### config.mk
export PLATFORM = sky130hd
export DESIGN_NAME = seg_display_scan
export DESIGN_NICKNAME = d
export VERILOG_FILES = /design/src/rtl/seg_display_scan.sv
export SDC_FILE = /design/constraint.sdc
export NUM_CORES = 1
export LEC_CHECK = 0
export CAP_MARGIN = 20
export CELL_PAD_IN_SITES_DETAIL_PLACEMENT = 1
export CELL_PAD_IN_SITES_GLOBAL_PLACEMENT = 1
export CORE_MARGIN = 4
export CORE_UTILIZATION = 45
export DETAILED_ROUTE_END_ITERATION = 16
export DONT_BUFFER_PORTS = 1
export PLACE_DENSITY = 0.74
export REMOVE_ABC_BUFFERS = 1
export SKIP_CTS_REPAIR_TIMING = 1
export SYNTH_ARGS = -nofsm -noshare
export SYNTH_HDL_FRONTEND = slang
export SYNTH_SLANG_ARGS = --single-unit
### constraint.sdc
create_clock -name clk -period 6.42 [get_ports clk]
set_input_delay 1.284 -clock clk [delete_from_list [all_inputs] [get_ports clk]]
set_output_delay 1.284 -clock clk [all_outputs]
set_load 0.1 [all_outputs]
### src/rtl/seg_display_scan.sv
// seg_display_scan
//   Display stage of the stopwatch. Time-multiplexes four BCD digits onto a
//   4-digit common-anode 7-segment display and flashes the digit picked by
//   sel while adjust mode is active. Scan and blink dividers run from clk.
//
// Parameters
//   SCAN_DIV   clk cycles per digit slot
//   BLINK_DIV  clk cycles per blink half-period
//
// Optional feature (compile-time macro)
//   LEADING_ZERO_BLANK_EN  blank the tens-of-minutes digit when it is zero,
//                          except while it is the adjusted digit in its
//                          visible blink phase.
//
// Ports
//   clk    in   board clock, single domain
//   rst    in   synchronous active-high reset
//   min_1  in   tens-of-minutes BCD value
//   min_0  in   minutes BCD value
//   sec_1  in   tens-of-seconds BCD value
//   sec_0  in   seconds BCD value
//   adj    in   adjust mode active
//   sel    in   adjusted digit: 00 sec_0, 01 sec_1, 10 min_0, 11 min_1
//   an     out  digit anodes, active low; an[0]=sec_0 .. an[3]=min_1
//   seg    out  segment cathodes, active low, {g,f,e,d,c,b,a}
//   dp     out  decimal point, active low (lit on slot 2 as the colon)

module seg_display_scan #(
  parameter int unsigned SCAN_DIV  = 50000,
  parameter int unsigned BLINK_DIV = 25000000
) (
  input  logic       clk,
  input  logic       rst,
  input  logic [3:0] min_1,
  input  logic [3:0] min_0,
  input  logic [3:0] sec_1,
  input  logic [3:0] sec_0,
  input  logic       adj,
  input  logic [1:0] sel,
  output logic [3:0] an,
  output logic [6:0] seg,
  output logic       dp
);

  localparam int unsigned ScanW  = (SCAN_DIV > 1) ? $clog2(SCAN_DIV) : 1;
  localparam int unsigned BlinkW = (BLINK_DIV > 1) ? $clog2(BLINK_DIV) : 1;
  localparam logic [ScanW-1:0]  ScanLast  = ScanW'(SCAN_DIV - 1);
  localparam logic [BlinkW-1:0] BlinkLast = BlinkW'(BLINK_DIV - 1);

  localparam logic [6:0] SegBlank = 7'h7F;
  localparam logic [6:0] SegDash  = 7'b0111111;

  logic [ScanW-1:0]  scan_cnt_q, scan_cnt_d;
  logic [1:0]        slot_q, slot_d;
  logic [BlinkW-1:0] blink_cnt_q, blink_cnt_d;
  logic              blink_on_q, blink_on_d;
  logic [3:0]        an_q, an_d;
  logic [6:0]        seg_q, seg_d;
  logic              dp_q, dp_d;

  logic [3:0] digit;
  logic [6:0] glyph;
  logic       blank;

  // BCD to active-low glyph; non-BCD codes show a dash.
  function automatic logic [6:0] decode(input logic [3:0] val);
    logic [6:0] g;
    case (val)
      4'd0:    g = 7'b1000000;
      4'd1:    g = 7'b1111001;
      4'd2:    g = 7'b0100100;
      4'd3:    g = 7'b0110000;
      4'd4:    g = 7'b0011001;
      4'd5:    g = 7'b0010010;
      4'd6:    g = 7'b0000010;
      4'd7:    g = 7'b1111000;
      4'd8:    g = 7'b0000000;
      4'd9:    g = 7'b0010000;
      default: g = SegDash;
    endcase
    return g;
  endfunction

  // Scan divider and slot pointer.
  always_comb begin
    scan_cnt_d = scan_cnt_q + ScanW'(1);
    slot_d     = slot_q;
    if (scan_cnt_q == ScanLast) begin
      scan_cnt_d = '0;
      slot_d     = slot_q + 2'd1;
    end
  end

  // Blink divider only runs in adjust mode so the selected digit is always
  // visible for a full half-period right after adj rises.
  always_comb begin
    blink_cnt_d = '0;
    blink_on_d  = 1'b1;
    if (adj) begin
      blink_on_d = blink_on_q;
      if (blink_cnt_q == BlinkLast) begin
        blink_cnt_d = '0;
        blink_on_d  = ~blink_on_q;
      end else begin
        blink_cnt_d = blink_cnt_q + BlinkW'(1);
      end
    end
  end

  // Digit mux and decode for the current slot.
  always_comb begin
    unique case (slot_q)
      2'd0:    digit = sec_0;
      2'd1:    digit = sec_1;
      2'd2:    digit = min_0;
      default: digit = min_1;
    endcase
    glyph = decode(digit);
  end

  always_comb begin
    blank = adj && !blink_on_q && (slot_q == sel);
`ifdef LEADING_ZERO_BLANK_EN
    // Keep a zero tens-of-minutes digit visible while it is being adjusted.
    if ((slot_q == 2'd3) && (min_1 == 4'd0) && !(adj && (sel == 2'd3) && blink_on_q)) begin
      blank = 1'b1;
    end
`endif
  end

  always_comb begin
    an_d  = blank ? 4'hF : ~(4'b0001 << slot_q);
    seg_d = blank ? SegBlank : glyph;
    dp_d  = (slot_q != 2'd2);
  end

  always_ff @(posedge clk) begin
    if (rst) begin
      scan_cnt_q  <= '0;
      slot_q      <= 2'd0;
      blink_cnt_q <= '0;
      blink_on_q  <= 1'b1;
      an_q        <= 4'hF;
      seg_q       <= SegBlank;
      dp_q        <= 1'b1;
    end else begin
      scan_cnt_q  <= scan_cnt_d;
      slot_q      <= slot_d;
      blink_cnt_q <= blink_cnt_d;
      blink_on_q  <= blink_on_d;
      an_q        <= an_d;
      seg_q       <= seg_d;
      dp_q        <= dp_d;
    end
  end

  assign an  = an_q;
  assign seg = seg_q;
  assign dp  = dp_q;

endmodule

After elaboration in Yosys (flattened, before gate mapping)

Memories as Yosys holds them, arrays and structs flattened. A register that Yosys moved wholly into a read port is not among the register bits.
Cells that the tools add are included.

Add/sub/neg operators: 3
Equal/unequal tests: 6
Shift-type cells: 1
Mux-type cells: 1
Bitwise logic cells: 3
Reductions and logical operators: 8

Operators with widths:

| cell                                                | number |
|---|---|
| adder 25 x 1 -> 25 bit, second input constant       | 1 |
| equality test 25 bit, second input constant         | 1 |
| adder 16 x 1 -> 16 bit, second input constant       | 1 |
| equality test 16 bit, second input constant         | 1 |
| case mux 4 bit (3 select lines)                     | 1 |
| OR reduction 2 bit                                  | 3 |
| inverter 4 bit                                      | 1 |
| << shifter 1 x 2 -> 4 bit, first input constant     | 1 |
| OR reduction 3 bit                                  | 1 |
| adder 2 x 1 -> 2 bit, second input constant         | 1 |
| equality test 2 x 1 -> 1 bit, second input constant | 1 |
| equality test 2 bit                                 | 1 |
| equality test 2 bit, second input constant          | 1 |
| logical AND 1 bit                                   | 2 |
| logical NOT 2 bit                                   | 1 |
| != test 2 bit, second input constant                | 1 |
| inverter 1 bit                                      | 2 |
| logical NOT 1 bit                                   | 1 |

Flip-flop bits (word level): 49
ROM bits: 112
Input bits: 21
Output and inout bits: 12
Memories kept: 1

Memory list:

| memory           | words | width | read ports | clocked after memory_dff | wr ports | line | source |
|---|---|---|---|---|---|---|---|
| (name not given) | 16    | 7     | 1          | 1                        | 0        | 68   | `case (val)` |

Depth between registers and ports, before layout

Gate-level depths: netlist (run 1).

Depth in word-level cells: 4
Mapped depth: 8
Mapped depth without buffers: 8

Worst setup path before layout (run 1)

OpenSTA, ideal clock, no wires.

Path type: input port to flip-flop
Start point: in min_0[1]
End point: reg seg_q[0] (netlist: seg[0])
Arrival time: 2.489 ns
Slack: 3.865 ns
Stages on the path: 4
Cell sequence: a222oi_1 > mux2i_1 > or4b_1 > nand4_1

Word-level cells in the longest chain between the ends: 1

Ends and longest elaborated chain:

| element                         | line | source |
|---|---|---|
| start, declared                 | 35   | `input logic [3:0] min_0,` |
| case mux 4 bit (3 select lines) | 112  | `unique case (slot_q)` |
| end, declared                   | 58   | `logic [6:0] seg_q, seg_d;` |

No other way between the ends.
A chain may end at the register's enable or synchronous reset.

Worst setup path in the final report (run 1)

Start point: reg an_q[1] (netlist: an[1])
End point: out an[1]

RTL lines:

| element                | line | source |
|---|---|---|
| start, declared        | 57   | `logic [3:0] an_q, an_d;` |
| start signal, assigned | 151  | `an_q <= an_d;` |
| end, declared          | 40   | `output logic [3:0] an,` |

No word-level cell between the ends.

==> metrics.md, run 1 <==
| Metric | Value |
|---|---|
| Ys Warns | `0` |
| Routed Antenna Nets | `0` |
| Slew Limit Headroom | `34.3%` |
| Antenna cells | `0` |
| Top cell type by total area after synthesis | `dfxtp_1` |
| Synth top area cells | `dfxtp_1, ha_1, xnor2_1` |
| Outcome | `finished, final reports clean` |
| WL per Instance | `15.4 um` |
| Peak VDD IR | `0.000102 V` |
| First-pass GRT wire length | `10200 um` |
| Register bit total from synthesis | `56` |
| Clk root buf | `clkbuf_8` |
| Detailed Route WL | `5530 um` |
| Layout area overhead | `5.45%` |
| Fin. max-slew vios | `0` |
| Seq/Total Area, Yosys | `43.2%` |
| Via-per-instance ratio | `5.70` |
| Min-delay src | `blink_cnt_q[0]` |
| Top-area cell type share of the netlist area | `43.2%` |
| Latest clock arrival within the worst-skew pair | `0.31 ns` |
| Die height | `83.9 um` |
| Syn Area/Cell | `8.91 um2` |
| Final HPWL DP | `4030 um` |
| Std-Cell Core Area | `0.00554 mm2` |
| Max Fclk | `389 MHz` |
| Worst Path Arrival | `1.28 ns` |
| Htree depth | `2` |
| Vias in the first global route | `2162` |
| IO Port Bufs | `0` |
| Distinct cells, synth | `44` |
| Pwr Density | `224 mW/mm2` |
| Shortest period the worst path allows | `2.57 ns` |
| Clock net sink count | `56` |
| Grt ovf | `0` |
| Clock buffer depth | `2` |
| Crit path required time | `5.14 ns` |
| Final routed DRC violation total | `0` |
| CP Class | `flip-flop to output pin` |
| Worst-case reg-to-reg path depth | `6` |
| Mapped cell area | `0.00259 mm2` |
| Crit share post-route | `40.0%` |
| Hold Path Class | `flip-flop to flip-flop` |
| Hold Slack | `0.460 ns` |
| Layout cells sized above 1 | `4.86%` |
| Kind of start point of the critical path | `flip-flop` |
| Setup-failing EPs final | `0` |
| Fin nets | `319` |
| Sequential cell area | `0.00112 mm2` |
| Leakage | `0.000909 uW` |
| Stages on worst setup path | `0` |
| Largest net degree at the start of global routing | `26` |
| Critical Path Source | `an[1]` |
| CTS tree | `built` |
| CP Max Fanout | `1` |
| Clock skew | `0.00934 ns` |
| Max-cap violations | `0` |
| RSZ-0062 raised after global routing | `no` |
| GPL Wtd Cong | `0.712` |
| GRT Util Overall | `16.9%` |
| Area of the multi-input gates | `0.00136 mm2` |
| Chip Width | `83.9 um` |
| FP Rows | `27` |
| Critical R2R Launch | `slot_q[1]` |
| Cells after Synth | `291` |
| Initial core utilization | `46.8%` |
| Hold depth | `1` |
| Worst Setup End Kind | `output pin` |
| Final hold vios | `0` |
| DR vias | `2052` |
| Tightest Pin Transition | `0.985 ns` |
| Filler cells | `670` |
| Clock Pin Slew Worst Setup and Hold Paths | `0.09 ns` |
| Final setup TNS | `0 ns` |
| Initial antenna violation count | `0` |
| Total die area | `0.00704 mm2` |
| Ports | `33` |
| Num CTS Buffers | `5` |
| Pre-antenna DRT Iters | `6` |
| DR iter-0 viols | `84` |
## final timing paths
kind / to / slack, ns
setup / recovery: an[1] / 3.85
hold / removal: blink_cnt_q[0] / 0.46
setup reg to reg: seg[3] / 4.08
hold reg to reg: blink_cnt_q[0] / 0.46
## sequential cells by signal, indices dropped and copies added, names as in the netlist
signal	count
an	4
scan_cnt_q	16
blink_on_q	1
blink_cnt_q	25
slot_q	2
seg	7
dp	1
## layout by cell type, fill, tap and decap left out, types with 2 or more instances in the layout
master	instances
dfxtp_1	56
nor2_1	32
inv_1	17
a21oi_1	16
nand3_1	15
xnor2_1	14
nand4_1	14
o21ai_0	13
nand2_1	12
xor2_1	11
or3_1	10
ha_1	10
or4_1	7
clkbuf_8	7
o31ai_1	6
mux2i_1	5
nor3_1	5
a222oi_1	4
and4_1	4
and3_1	3
nor2b_1	2
a211oi_1	2
nand2b_1	2
nor4_1	2
## layout make-up
type / instances / area share, %
multi-input combinational: 207 / 49.6
sequential: 56 / 41.0
clock buffer: 7 / 3.52
timing repair buffer: 1 / 0.274
tap: 72 / 3.29
inverter: 17 / 2.33
## routing by layer
metal	routed length, um	global-route usage [%]	vias to the layer above
met2	2730	29.0	18
met5	0	0	-
li1	-	-	1029
met1	2580	21.4	998
met4	62	4.39	0
met3	158	3.75	7
## worst reg2reg max path, cell delays in order, from the launching register on
cell	delay, ns
dfxtp_1	0.46
ha_1	0.36
mux2i_1	0.72
inv_1	0.11
ha_1	0.32
nand2b_1	0.11
nand4_1	0.11
## cell usage after synthesis
| master | n |
|---|---|
| a211oi_1 | 2 |
| a21oi_1 | 16 |
| a222oi_1 | 4 |
| a22oi_1 | 1 |
| a31o_2 | 1 |
| a31oi_1 | 1 |
| and2_1 | 1 |
| and3_1 | 3 |
| and4_1 | 4 |
| buf_2 | 3 |
| buf_6 | 1 |
| clkbuf_1 | 7 |
| dfxtp_1 | 56 |
| ha_1 | 10 |
| inv_1 | 17 |
| mux2_2 | 1 |
| mux2i_1 | 5 |
| nand2_1 | 12 |
| nand2b_1 | 2 |
| nand2b_4 | 1 |
| nand3_1 | 15 |
| nand4_1 | 14 |
| nand4b_1 | 1 |
| nor2_1 | 32 |
| nor2b_1 | 2 |
| nor3_1 | 5 |
| nor3b_1 | 1 |
| nor4_1 | 2 |
| nor4bb_1 | 1 |
| o21a_1 | 1 |
| o21ai_0 | 13 |
| o21ai_1 | 1 |
| o311ai_0 | 1 |
| o31ai_1 | 6 |
| o41ai_1 | 1 |
| or2_2 | 1 |
| or3_1 | 10 |
| or3b_2 | 1 |
| or4_1 | 7 |
| or4_4 | 1 |
| or4b_1 | 1 |
| or4bb_1 | 1 |
| xnor2_1 | 14 |
| xor2_1 | 11 |
## where the power goes
group / internal [uW] / total (uW) / leakage [uW] / switching, uW
Sequential: 353 / 382 / 0.000454 / 29.0
Clock: 96.4 / 207 / 0.0000503 / 110
Combinational: 8.84 / 23.7 / 0.000404 / 14.9
Total: 458 / 612 / 0.000909 / 154
## cell families after synthesis
family | count (synthesis) | synth area share [%]
AOI/OAI and AO/OA | 48 | 11.5
xor gates and xnor gates | 25 | 8.44
adders and majority gates | 10 | 4.82
buffers and inverters | 28 | 4.49
DFF | 56 | 43.2
muxes | 6 | 2.36
and+or+nand+nor | 118 | 25.2
## metrics by stage
step | std cells | cell area [um2] | power [uW] | setup WS, ns | util (%)
global placement | 353 | 2640 | 413 | 3.69 | 47.6
floorplan | 280 | 2540 | 407 | 3.85 | -
global route | 360 | 2740 | 640 | 3.73 | 49.4
detailed placement | 353 | 2640 | 414 | 3.60 | 47.6
CTS | 360 | 2740 | 621 | 3.85 | 49.4
finish | 360 | 2740 | 612 | 3.85 | 49.4
Note: power is estimated with default switching activity, not from simulation.
==> inputs of run 2 (changes only) <==
--- a/config.mk
+++ b/config.mk
@@ -9,7 +9,7 @@
 export CELL_PAD_IN_SITES_DETAIL_PLACEMENT = 1
 export CELL_PAD_IN_SITES_GLOBAL_PLACEMENT = 1
 export CORE_MARGIN = 4
-export CORE_UTILIZATION = 45
+export CORE_UTILIZATION = 43
 export DETAILED_ROUTE_END_ITERATION = 16
 export DONT_BUFFER_PORTS = 1
 export PLACE_DENSITY = 0.74
==> constraint.sdc (replaced) <==
create_clock -name clk -period 2.2 [get_ports clk]
set_input_delay 0.44 -clock clk [delete_from_list [all_inputs] [get_ports clk]]
set_output_delay 0.44 -clock clk [all_outputs]
set_load 0.1 [all_outputs]
==> run 2 against run 1 <==
Wire length is 6.6% higher. Flip-flop and latch count unchanged. Sequential share of layout area decreased by 3.1 points. Non-clock buffer count increased by 27. Critical path depth rose by 8. Global-route usage fell by 0.94 points. Clock power grew to 2.8 times the previous value. Highest routed layer unchanged. Count of clock-buffer cells in the layout fell by 2.
==> metrics.md, run 2 (synthesis results as in run 1) <==
| Metric | Value |
|---|---|
| Outcome | `finished, final reports clean` |
| Largest net degree at the start of global routing | `26` |
| Initial antenna violation count | `0` |
| Std-Cell Core Area | `0.00589 mm2` |
| Max incr delay on CP | `0.50 ns` |
| Num CTS Buffers | `5` |
| Leakage | `0.00103 uW` |
| Chip Width | `85.7 um` |
| Most flops, register | `blink_cnt_q` |
| Pwr Density | `604 mW/mm2` |
| Hold Slack | `0.174 ns` |
| Peak VDD IR | `0.000312 V` |
| Fin util | `50.4%` |
| WL per Instance | `15.1 um` |
| Clk root buf | `clkbuf_8` |
| IO Port Bufs | `0` |
| CTS tree | `built` |
| Shortest period the worst path allows | `2.11 ns` |
| Tightest Pin Transition | `0.487 ns` |
| CP delay by family, top | `compound AO/OA/AOI/OAI gates` |
| FP Rows | `28` |
| Crit path top cell by count | `inv_1` |
| Final HPWL DP | `4210 um` |
| CP Max Fanout | `6` |
| Layout cells sized above 1 | `15.5%` |
| Finished Cell Area | `0.00297 mm2` |
| Max-cap violations | `0` |
| Max Fclk | `474 MHz` |
| DR vias | `2183` |
| Worst Setup End Kind | `flip-flop` |
| Routed Antenna Nets | `0` |
| Kind of start point of the critical path | `flip-flop` |
| Placed Instances | `379` |
| Hold Path Class | `input pin to flip-flop` |
| Filler cells | `706` |
| Crit path required time | `2.39 ns` |
| CP Class | `flip-flop to flip-flop` |
| Antenna cells | `0` |
| Htree depth | `2` |
| Clock net sink count | `56` |
| First-pass GRT wire length | `9520 um` |
| Clock skew | `0.00436 ns` |
| Slowest CP cell | `a222oi_1` |
| Final routed DRC violation total | `0` |
| Clock buffer depth | `2` |
| Critical Path Source | `slot_q[0]` |
| DR iter-0 viols | `78` |
| Initial core utilization | `44.1%` |
| Fin. max-slew vios | `0` |
| Detailed Route WL | `5900 um` |
| Setup-failing EPs final | `0` |
| CP cell instances | `inv_1 -> ha_2 -> a222oi_1 -> mux2i_4 -> inv_1 -> ha_1 -> a21oi_1 -> o21ai_0` |
| Critical R2R Launch | `slot_q[0]` |
| Worst Path Arrival | `2.30 ns` |
| Total die area | `0.00734 mm2` |
| Fin nets | `346` |
| Via-per-instance ratio | `5.58` |
| GRT Util Overall | `16.0%` |
| Area after DPL | `0.00282 mm2` |
| Commonest non-fill, non-tap cell in the layout | `dfxtp_1` |
| Grt ovf | `0` |
| Latest clock arrival within the worst-skew pair | `0.31 ns` |
| Post-route insts no fill | `391` |
| Layout area overhead | `14.4%` |
| Crit share post-route | `95.8%` |
| Clock Pin Slew Worst Setup and Hold Paths | `0.10 ns` |
| Slew Limit Headroom | `67.5%` |
| Final hold vios | `0` |
| Final setup TNS | `0 ns` |
| Min-delay src | `rst` |
| Max FFs per register | `25` |
| Vias in the first global route | `2126` |
| Pre-antenna DRT Iters | `4` |
| FF-to-FF setup slack | `0.09 ns` |
| Commonest non-fill, non-tap cells in the layout | `dfxtp_1, nor2_1, buf_4` |
| Worst path bufs/invs | `2` |
| Ports | `33` |
| GPL Wtd Cong | `0.776` |
| Die height | `85.7 um` |
-- run 2: cell count changes in the layout (fill, tap and decap cells not counted), moves of 2 or more --
| cell | delta |
|---|---|
| clkbuf_8 | -2 |
| clkinvlp_4 | +2 |
| dfxtp_1 | -2 |
| dfxtp_2 | +2 |
| buf_4 | +26 |
| mux2i_1 | -2 |
-- run 2: report_power, final --
group	switching, uW	internal, uW
combinational	130	48.6
clock	347	226
sequential	9.28	1030
-- run 2: final cells by class --
| class | instances | area, um2 | area share (%) |
|---|---|---|---|
| inverters | 17 | 63.8 | 2.15 |
| repair buffers | 28 | 208 | 7.00 |
| clock inverters | 3 | 23.8 | 0.801 |
| clock buffers | 5 | 68.8 | 2.32 |
| flip-flops and latches | 56 | 1120 | 37.9 |
| multi-input cells | 207 | 1390 | 46.7 |
| well taps | 75 | 93.8 | 3.16 |
-- run 2: worst paths after layout --
| kind | endpoint | cells after the start |
|---|---|---|
| setup / recovery | seg[1] | 8 |
| hold / removal | slot_q[0] | 1 |
| setup reg to reg | seg[1] | 8 |
| hold reg to reg | blink_cnt_q[0] | 1 |
-- run 2: metrics by stage --
step | total power (uW) | setup slack, ns
after floorplan | 1190 | 0.193
after global placement | 1220 | 0.117
after detailed placement | 1230 | -0.188
after CTS | 1800 | -0.212
after global routing | 1870 | -0.0293
final | 1790 | 0.0925
-- run 2: per-layer routing --
layer  part of all wire, %  wire [um]  up-vias  track usage, %
li1                      -          -     1092               -
met1                    44       2590     1065            18.9
met2                    52       3070       19            28.4
met3                   2.9        169        7            4.23
met4                   1.2         69        0            4.46
met5                     0          0        -               0
==> inputs of run 3 (changes only) <==
--- a/config.mk
+++ b/config.mk
@@ -8,6 +8,7 @@
 export CAP_MARGIN = 20
 export CELL_PAD_IN_SITES_DETAIL_PLACEMENT = 1
 export CELL_PAD_IN_SITES_GLOBAL_PLACEMENT = 1
+export CORE_ASPECT_RATIO = 0.5
 export CORE_MARGIN = 4
 export CORE_UTILIZATION = 43
 export DETAILED_ROUTE_END_ITERATION = 16
==> run 3 against run 2 <==
Hold slack gained 0.027 ns. Setup slack better by 0.012 ns. Total power is 18% higher. Sequential power about the same. Critical path type unchanged. First-iteration DRC count rose by 38%. Fmax grew 0.55%. Critical path depth is the same. Largest power group unchanged.
==> metrics.md, run 3 (synthesis results as in run 1) <==
| Metric | Value |
|---|---|
| CP Class | `flip-flop to flip-flop` |
| Clock Pin Slew Worst Setup and Hold Paths | `0.07 ns` |
| Commonest non-fill, non-tap cell in the layout | `dfxtp_1` |
| Hold Slack | `0.201 ns` |
| Initial core utilization | `45.8%` |
| Worst Path Arrival | `2.29 ns` |
| Clock net sink count | `56` |
| Detailed Route WL | `5860 um` |
| FP Rows | `19` |
| Layout area overhead | `16.2%` |
| CP Max Fanout | `6` |
| Shortest period the worst path allows | `2.10 ns` |
| Placed Instances | `378` |
| WL met2 | `2960 um` |
| IO Port Bufs | `0` |
| Largest net degree at the start of global routing | `26` |
| Max-cap violations | `0` |
| Htree depth | `2` |
| Max Fclk | `477 MHz` |
| Total die area | `0.00741 mm2` |
| Fin worst setup slack | `0.104 ns` |
| Outcome | `finished, final reports clean` |
| Worst Setup End Kind | `flip-flop` |
| Std-Cell Core Area | `0.00566 mm2` |
| Kind of start point of the critical path | `flip-flop` |
| Grt ovf | `0` |
| Fin nets | `344` |
| Setup-failing EPs final | `0` |
| Pre-antenna DRT Iters | `4` |
| Routed Antenna Nets | `0` |
| Post-route insts no fill | `387` |
| Vias in the first global route | `2184` |
| Crit share post-route | `95.3%` |
| Finished Cell Area | `0.00301 mm2` |
| Via-per-instance ratio | `5.50` |
| Max FFs per register | `25` |
| Crit path required time | `2.40 ns` |
| Clock buffer depth | `2` |
| DR iter-0 viols | `108` |
| Slew Limit Headroom | `59.1%` |
| Chip Width | `118 um` |
| Hold Path Class | `input pin to flip-flop` |
| Pwr Density | `700 mW/mm2` |
| Fin. max-slew vios | `0` |
| DR vias | `2129` |
| Num CTS Buffers | `5` |
| Peak VDD IR | `0.000399 V` |
| Final HPWL DP | `4140 um` |
| Top Metal Used | `met4` |
| Final hold vios | `0` |
| GRT Util Overall | `16.4%` |
| Most flops, register | `blink_cnt_q` |
| GPL Wtd Cong | `0.770` |
| Final routed DRC violation total | `0` |
| CTS tree | `built` |
| Fin util | `53.3%` |
| Latest clock arrival within the worst-skew pair | `0.30 ns` |
| Tightest Pin Transition | `0.597 ns` |
| Antenna cells | `0` |
| First-pass GRT wire length | `9980 um` |
| Place WS | `0.0277 ns` |
| Met1 WL | `2640 um` |
| Clk root buf | `clkbuf_16` |
| Commonest non-fill, non-tap cells in the layout | `dfxtp_1, nor2_1, buf_4` |
| Initial antenna violation count | `0` |
| Ports | `33` |
| Leakage | `0.00106 uW` |
| Die height | `62.9 um` |
| Routed met3 length | `200 um` |
| Layout cells sized above 1 | `13.7%` |
| WL per Instance | `15.1 um` |
| Clock skew | `0.00849 ns` |
| Area after DPL | `0.00282 mm2` |
==> run 3: changes by cell type in the layout (fill, tap and decap cells not counted), sizes merged <==
cell / delta
buf: -1
clkinvlp: -2
bufinv: +1
==> run 3: through the flow <==
stage | TNS [ns] | total power (uW)
2_1_floorplan | 0 | 1190
3_3_place_gp | 0 | 1220
3_5_place_dp | 0 | 1230
4_1_cts | 0 | 2140
5_1_grt | -0.0936 | 2200
6_report | 0 | 2110
==> run 3: cell type report <==
type                            instances  area (um2)
Timing Repair Buffer                   26         195
Fill cell                             689        2640
Tap cell                               73        91.3
Inverter                               17        63.8
Multi-Input combinational cell        207        1380
Sequential cell                        56        1120
Clock inverter                          2        35.0
Clock buffer                            6         129
==> run 3: report_power, final <==
group	leakage, uW	internal, uW	switching [uW]
Combinational	0.000526	45.0	125
Sequential	0.000454	1030	8.63
Clock	0.0000808	536	365
==> run 3: final timing paths <==
path | cells after the start | slack [ns] | end | from
max reg2reg | 8 | 0.10 | seg[2] | slot_q[1]
min reg2reg | 1 | 0.44 | blink_cnt_q[0] | blink_cnt_q[0]
min | 1 | 0.20 | scan_cnt_q[2] | rst
max | 8 | 0.10 | seg[2] | slot_q[1]
==> run 3: layer usage <==
metal / up-vias / GRT usage [%]
met5: - / 0
met4: 0 / 4.38
met3: 4 / 5.97
met2: 16 / 29.1
met1: 1023 / 18.8
li1: 1086 / -
==> run 3: worst max-delay path: stages, from the launching register on <==
cell and delay (ns):
dfxtp_1 0.39, inv_1 0.08, ha_1 0.24, a222oi_1 0.44, mux2i_2 0.22, inv_1 0.12
ha_1 0.17, inv_1 0.04, o311ai_0 0.29
